<file path="config.mk">
export PLATFORM = sky130hd
export DESIGN_NAME = note_sequencer
export DESIGN_NICKNAME = d
export VERILOG_FILES = /design/src/rtl/note_sequencer.sv
export SDC_FILE = /design/constraint.sdc
export NUM_CORES = 1
export LEC_CHECK = 0
export ABC_AREA = 1
export CORE_MARGIN = 2
export CORE_UTILIZATION = 60
export DETAILED_ROUTE_END_ITERATION = 10
export PLACE_DENSITY_LB_ADDON = 0.1
export SETUP_SLACK_MARGIN = 0.4
export SLEW_MARGIN = 15
export SYNTH_ARGS = -nofsm -noshare
export SYNTH_HDL_FRONTEND = slang
export SYNTH_SLANG_ARGS = --single-unit
</file>
<file path="constraint.sdc">
create_clock -name clk -period 3.2 [get_ports clk]
set_clock_uncertainty 0.2 [all_clocks]
set_input_delay 0.64 -clock clk [delete_from_list [all_inputs] [get_ports clk]]
set_output_delay 0.64 -clock clk [all_outputs]
set_load 0.005 [all_outputs]
</file>
<file path="src/rtl/note_sequencer.sv">
// Timed note source: FIFO of {note, duration} entries played back one at a time
// onto the organ's 7-bit note input, with an optional rest gap between notes.
module note_sequencer #(
  parameter int unsigned CLK_PER_TICK = 100000,
  parameter int unsigned GAP_TICKS    = 0,
  parameter int unsigned DEPTH        = 16,
  parameter int unsigned DUR_W        = 8
) (
  input  logic                       clk,
  input  logic                       rst,
  input  logic                       in_valid,
  output logic                       in_ready,
  input  logic [6:0]                 in_note,
  input  logic [DUR_W-1:0]           in_dur,
  input  logic                       start,
  input  logic                       stop,
  input  logic                       flush,
  output logic [6:0]                 note,
  output logic                       busy,
  output logic                       done,
  output logic [$clog2(DEPTH+1)-1:0] level
);

  localparam int unsigned LVL_W = $clog2(DEPTH + 1);
  localparam int unsigned PTR_W = $clog2(DEPTH);
  localparam int unsigned PRE_W = $clog2(CLK_PER_TICK);
  localparam int unsigned GAP_W = $clog2(GAP_TICKS + 2);
  localparam int unsigned CNT_W = (DUR_W > GAP_W) ? DUR_W : GAP_W;

  typedef enum logic [1:0] {IDLE, LOAD, PLAY, GAP} state_t;

  state_t                 state;
  logic                   run;
  logic [PRE_W-1:0]       prescale;
  logic [CNT_W-1:0]       tick_cnt;

  logic [7+DUR_W-1:0]     mem [DEPTH];
  logic [PTR_W-1:0]       wr_ptr;
  logic [PTR_W-1:0]       rd_ptr;
  logic [7+DUR_W-1:0]     head;
  logic [6:0]             head_note;
  logic [DUR_W-1:0]       head_dur;

  logic push, pop, tick, more, timing;

  assign in_ready  = (level != LVL_W'(DEPTH));
  assign busy      = (state != IDLE);
  assign push      = in_valid && in_ready && !flush;
  assign pop       = (state == LOAD) && !stop && (level != '0);
  assign head      = mem[rd_ptr];
  assign head_note = head[DUR_W +: 7];
  assign head_dur  = head[DUR_W-1:0];
  assign timing    = (state == PLAY) || (state == GAP);
  assign tick      = timing && (prescale == PRE_W'(CLK_PER_TICK - 1));
  assign more      = run && (level != '0);

  always_ff @(posedge clk) begin
    if (push) mem[wr_ptr] <= {in_note, in_dur};
  end

  always_ff @(posedge clk or posedge rst) begin
    if (rst) begin
      wr_ptr <= '0;
      rd_ptr <= '0;
      level  <= '0;
    end else if (flush) begin
      wr_ptr <= '0;
      rd_ptr <= '0;
      level  <= '0;
    end else begin
      if (push) wr_ptr <= wr_ptr + PTR_W'(1);
      if (pop)  rd_ptr <= rd_ptr + PTR_W'(1);
      case ({push, pop})
        2'b10:   level <= level + LVL_W'(1);
        2'b01:   level <= level - LVL_W'(1);
        default: level <= level;
      endcase
    end
  end

  always_ff @(posedge clk or posedge rst) begin
    if (rst) begin
      state    <= IDLE;
      run      <= 1'b0;
      note     <= '0;
      done     <= 1'b0;
      prescale <= '0;
      tick_cnt <= '0;
    end else begin
      done <= 1'b0;
      if (stop)       run <= 1'b0;
      else if (start) run <= 1'b1;

      if (timing) prescale <= tick ? '0 : prescale + PRE_W'(1);
      else        prescale <= '0;

      if (stop) begin
        state <= IDLE;
        note  <= '0;
      end else begin
        case (state)
          IDLE: begin
            note <= '0;
            if (more) state <= LOAD;
          end
          LOAD: begin
            // A flush racing the decision can leave LOAD facing an empty FIFO.
            if (level == '0) begin
              state <= IDLE;
              note  <= '0;
            end else if (head_dur == '0) begin
              if (!(level > LVL_W'(1) && !flush)) begin
                state <= IDLE;
                note  <= '0;
              end
            end else begin
              note     <= head_note;
              tick_cnt <= CNT_W'(head_dur);
              state    <= PLAY;
            end
          end
          PLAY: begin
            if (tick) begin
              if (tick_cnt == CNT_W'(1)) begin
                if (GAP_TICKS != 0) begin
                  state    <= GAP;
                  note     <= '0;
                  tick_cnt <= CNT_W'(GAP_TICKS);
                end else if (more) begin
                  state <= LOAD;
                end else begin
                  state <= IDLE;
                  note  <= '0;
                  done  <= 1'b1;
                end
              end else begin
                tick_cnt <= tick_cnt - CNT_W'(1);
              end
            end
          end
          GAP: begin
            if (tick) begin
              if (tick_cnt == CNT_W'(1)) begin
                if (more) begin
                  state <= LOAD;
                end else begin
                  state <= IDLE;
                  done  <= 1'b1;
                end
              end else begin
                tick_cnt <= tick_cnt - CNT_W'(1);
              end
            end
          end
          default: state <= IDLE;
        endcase
      end
    end
  end

endmodule

</file>
* After elaboration in Yosys (flattened, before gate mapping)
Memory sizes are Yosys's and may differ from the RTL's. Index checks and enable logic that the tools add are counted.
Operators by class: add/sub/neg operators 6, magnitude comparators 1, eq/ne operators 19, mux-type cells 39, bitwise operators 1, reductions and logical operators 25
Operators with widths (count):
- 7-bit two-way mux | 7
- 17-bit two-way mux | 2
- 8-bit two-way mux | 4
- 7-bit case mux with 3 select lines | 1
- 17-bit by 1-bit adder with 17-bit output (second input constant) | 1
- 17-bit == test (second input constant) | 1
- 4-bit two-way mux | 4
- 8-bit case mux with 2 select lines | 1
- 2-bit two-way mux | 7
- 1-bit two-way mux | 10
- 5-bit != test (second input constant) | 2
- 5-bit case mux with 2 select lines | 1
- 2-bit nonzero test | 5
- 3-bit != test (second input constant) | 3
- 4-bit by 1-bit adder with 4-bit output (second input constant) | 2
- 8-bit by 1-bit == test with 1-bit output (second input constant) | 1
- 8-bit zero test | 1
- 8-bit by 1-bit subtractor with 8-bit output (second input constant) | 1
- 1-bit logical AND | 7
- 2-bit == test (second input constant) | 3
- 2-bit != test (second input constant) | 3
- 3-bit by 1-bit != test with 1-bit output (second input constant) | 2
- 2-bit case mux with 3 select lines | 1
- 6-bit AND reduction | 1
- other kinds (18) | 20
Storage, ports and cells: register bits 49, bits in writable memories 240, memories kept 1
Memory list:
- mem | words 16, bits a word 15, read ports 1, clocked after memory_dff 0, write ports 1, RTL line 37 | logic [7+DUR_W-1:0] mem [DEPTH];

* Longest topological paths before layout
word-level depth 7, mapped depth 17, mapped depth without buffers 14

* Worst setup path before layout
OpenSTA, ideal clock, no wires.
path kind reg-to-reg, start register level[0], end memory mem[13][0] (netlist name), enable pin, arrival time 2.421 ns, path slack 0.173 ns, cell stages (with the launch flop) 8, buffers on the path 0, clock period less this slack 3.027 ns, path through dfrtp_1 -> inv_1 -> ha_1 -> nand3_1 -> nand2_1 -> nor2_1 -> inv_1 -> nor3_1
Between the ends: word-level cells in the longest chain between the ends 5
RTL lines:
- start, declared | RTL line 21 | output logic [$clog2(DEPTH+1)-1:0] level
- start signal, assigned | RTL line 74 | 2'b10: level <= level + LVL_W'(1);
- start signal, assigned | RTL line 75 | 2'b01: level <= level - LVL_W'(1);
- start signal, assigned | RTL line 76 | default: level <= level;
- 5-bit != test | RTL line 46 | assign in_ready = (level != LVL_W'(DEPTH));
- net in_ready | RTL line 12 | output logic in_ready,
- 1-bit logical AND (2 in series) | RTL line 48 | assign push = in_valid && in_ready && !flush;
- 1-bit two-way mux | RTL line 58 | if (push) mem[wr_ptr] <= {in_note, in_dur};
- 1-bit two-way mux (not written as such) | RTL line 58
- end, declared | RTL line 37
The timed path passes the listed nets, and every way through them passes these cells.

* Worst setup path in the final report
start register level[1], end output port in_ready
Between the ends: word-level cells in the longest chain between the ends 1
RTL lines (RTL line):
- 5-bit != test | 46
- end, declared | 12
No other way between the ends.

==> summary.md <==
| Metric | Value |
|---|---|
| Status | completed |
| Die X | 148.4 um |
| Row Count | 52 |
| Number of synthesized flops with an enable pin | 240 |
| Crit. End Element | primary output |
| Seq cells post-synth | 289 |
| Fillers | approximately 1.5k |
| Crit path cell chain | inv_2 > ha_1 > nand3_2 > clkdlybuf4s50_1 |
| Clk buf depth | 3 |
| Setup WS pre-CTS | about 0.45 ns |
| Drt total wl | 28610 um |
| Hold WC Path Type | reg -> reg |
| Slew @ Worst Pin | 0.8090 ns |
| Yosys warns | 0 |
| Most frequent cell after synthesis | nand2_1 |
| Most frequent cells after synthesis | 337 x nand2_1, 240 x edfxtp_1, 99 x nand3_1 |
| Port bufs | 35 |
| Mean Syn Cell Area | about 11 sq um |
| Post-synth top area share | 57.59% |
| Fin crit share | between 80% and 90% |
| Final Wtd Congestion | 0.8918 |
| Seq pwr share | 44.6% |
| Cell Area, Synth | 12510 sq um |
| Pint | 6.868 mW |
| Peak VDD IR | 0.5884 mV |
| Syn Nets | 1196 |
| Clk_lat worst skew | 0.54 ns |
| Final HPWL DP | 17540 um |
| Startpoint types | flip-flop |
| Pleak | about 5.7 nW |
| Total negative slack | 0 ns |
| Post-synth ARST share | 16.96% |
| Cells after Synth | 1163 |
| Max-cap violations | 0 |
| First-pass GRT wire length | around 45000 um |
| Root buf cell | clkbuf_16 |
| Detail Route Antenna Nets | 0 |
| Die height | around 150 um |
| Wirelength per Cell | 18.92 um |
| Drt via density | 5.675 |
| Max stage delay on crit path | 0.50 ns |
| Most area-consuming cells after synthesis | edfxtp_1 58%, nand2_1 10%, dfrtp_1 9.8% |
| Crit path max fanout | 5 |
| Total number of vias | 8581 |
| Die area | 22030 sq um |
| Core area | 20360 sq um |
| CP delay by family, top | buffers and inverters |
| Bufs and invs on worst path | 2 |
| Fmax | 374.4 MHz |
| TritonCTS buffer count | 29 |
| CTS H-tree lvls | 1 |
| Antenna diode count | 0 |
| Final Hold Viols | 0 |
| Reg clk slew, reported paths | 0.06 ns |
| Sink Count | roughly 290 |
| Critical Path RT | 2.36 ns |
| Seq/Total Area, Yosys | 67.39% |
| Fraction of layout cells with a size suffix above 1 | 10.06% |
| Final global-route overflow total | 0 |
| # DRC | 0 |
| Count of cell types in the netlist | 40 |
| Largest net degree at the start of global routing | 85 |
| Net switching power | ~2.9 mW |
| Fin. max-slew vios | 0 |
| Setup CP Type | reg -> out |
| Number of top-level pins | 36 |
| Tot Pwr | between 9 and 10 mW |
| Vias in the first global route | around 8.2k |
| Logic pwr share | 21.7% |
| Worst rel slew slack | 45.90% |
| Starting Density | 61.45% |
| Finish-stage setup viols | 0 |
| Initial antenna violation count | 0 |
| Final nets | 1252 |
| CTS tree | done |
| Switching Fraction | 29.59% |
| PwrDens | 680.7 nW/um^2 |
| Main flop type after synthesis | edfxtp_1 |
| Synthesis-to-layout area growth | 14.53% |
| Worst Path Arrival | 1.83 ns |
| Clk pwr share | around a third |
| Slowest-stage cell, CP | clkdlybuf4s50_1 |
| All-Layer GR Usage | 26.40% |
| Crit path time final | 2.671 ns |
| Setup WS post-layout | 0.5289 ns |
| TritonRoute pass-1 iters | 5 |
| Unrepaired setup endpoints after global routing | false |
| Number of DRC markers in iteration 0 | 691 |
| Yosys top cell by area | edfxtp_1 |
==> repair_timing <==
action | CTS | global route
setup buffers | 1 | 2
hold endpoints to repair | 0 | 0
resized for setup | 1 | 9
cloned | 0 | 1
endpoints found under the setup margin | 2 | 17
hold buffers | 0 | 0
==> per-layer routing <==
layer / track usage [%] / part of all wire, %
met1: 36.26 / 40
met2: 43.33 / 49
met3: 3.926 / 7.1
met4: 10.05 / 3.9
met5: 0 / 0
==> worst register-to-register path, cell delays in order, from the launching register on <==
cell     delay (ns)
dfrtp_4        0.57
inv_4          0.18
buf_16         0.23
nand2_1        0.11
nand3_1        0.08
nand3_1        0.11
nand3_1        0.15
nand2_1        0.09
nor2_1         0.11
nand2_1        0.09
nor2_4         0.23
nand2_2        0.11
nand2_2        0.16
nand2_1        0.09
nand2_1        0.06
==> through the flow <==
stage / cell area (sq um) / hold slack [ns] / cells / util, %
4_1_cts: 14260 / 0.2589 / 1509 / 70.04
3_3_place_gp: 13320 / 0.2503 / 1454 / 65.40
2_1_floorplan: 12510 / 0.2329 / 1163 / -
3_5_place_dp: 13320 / 0.2513 / 1454 / 65.40
5_1_grt: 14330 / 0.2968 / 1512 / 70.37
6_report: 14330 / 0.2530 / 1512 / 70.37
==> power groups by stage <==
| stage | registers (mW) | logic [mW] | clock network, mW |
|---|---|---|---|
| 2_1_floorplan | 4.39 | 1.44 | 0 |
| 3_3_place_gp | 4.45 | 1.98 | 0 |
| 3_5_place_dp | 4.45 | 2.01 | 0 |
| 4_1_cts | 4.37 | 2.03 | 3.33 |
| 5_1_grt | 4.37 | 2.35 | 3.48 |
| 6_report | 4.35 | 2.12 | 3.28 |
==> flip-flops by register name, summed over array words and instances (netlist names) <==
name / cells
done: 1
level: 5
mem: 240
note: 7
prescale: 17
rd_ptr: 4
run: 1
state: 2
tick_cnt: 8
wr_ptr: 4
==> layout by cell type (no fill, tap or decap), drive strengths merged <==
master	n
nand2	344
edfxtp	240
nand3	99
inv	98
nor2	84
a21oi	60
dfrtp	49
buf	42
o21ai	42
clkbuf	37
clkdlybuf4s50	35
nor3	23
a221oi	20
clkinv	13
ha	12
a32o	6
nand4	5
xnor2	4
a31oi	4
clkinvlp	4
xor2	3
o211ai	3
a211oi	2
nor3b	2
bufinv	2
or2	2
a32oi	1
o21a	1
o21bai	1
and3	1
o22ai	1
nor4	1
o31ai	1
==> final timing paths <==
| check | startpoint | endpoint | slack, ns | cells past startpoint |
|---|---|---|---|---|
| setup / recovery | level[1]$_DFFE_PP0P_ | in_ready | 0.53 | 4 |
| hold / removal | prescale[0]$_DFF_PP0_ | prescale[0]$_DFF_PP0_ | 0.25 | 1 |
| setup reg to reg | rd_ptr[0]$_DFFE_PP0P_ | note[0]$_DFFE_PP0P_ | 0.57 | 14 |
| hold reg to reg | prescale[0]$_DFF_PP0_ | prescale[0]$_DFF_PP0_ | 0.25 | 1 |
| max in group asynchronous | rst | rd_ptr[0]$_DFFE_PP0P_ | 1.98 | 3 |
| min in group asynchronous | rst | prescale[15]$_DFF_PP0_ | 0.27 | 2 |
==> logic make-up after synthesis <==
| family | after synthesis | share of synthesized area, % |
|---|---|---|
| and+or+nand+nor | 561 | 18.79 |
| DFF | 289 | 67.39 |
| buffers and inverters | 152 | 5.369 |
| AOI/OAI and AO/OA | 142 | 6.759 |
| adders and majority gates | 12 | 1.200 |
| xor gates and xnor gates | 7 | 0.4900 |
==> layout make-up <==
| type | count | area, sq um | area share (%) |
|---|---|---|---|
| well taps | 270 | 337.8 | 2.357 |
| inverters | 99 | 374.1 | 2.610 |
| repair buffers | 78 | 760.7 | 5.308 |
| flip-flops and latches | 289 | 8438 | 58.88 |
| clock buffers | 36 | 792.0 | 5.526 |
| clock inverters | 18 | 142.6 | 0.9953 |
| multi-input cells | 722 | 3486 | 24.32 |
Power figures use the tool's default switching activity.
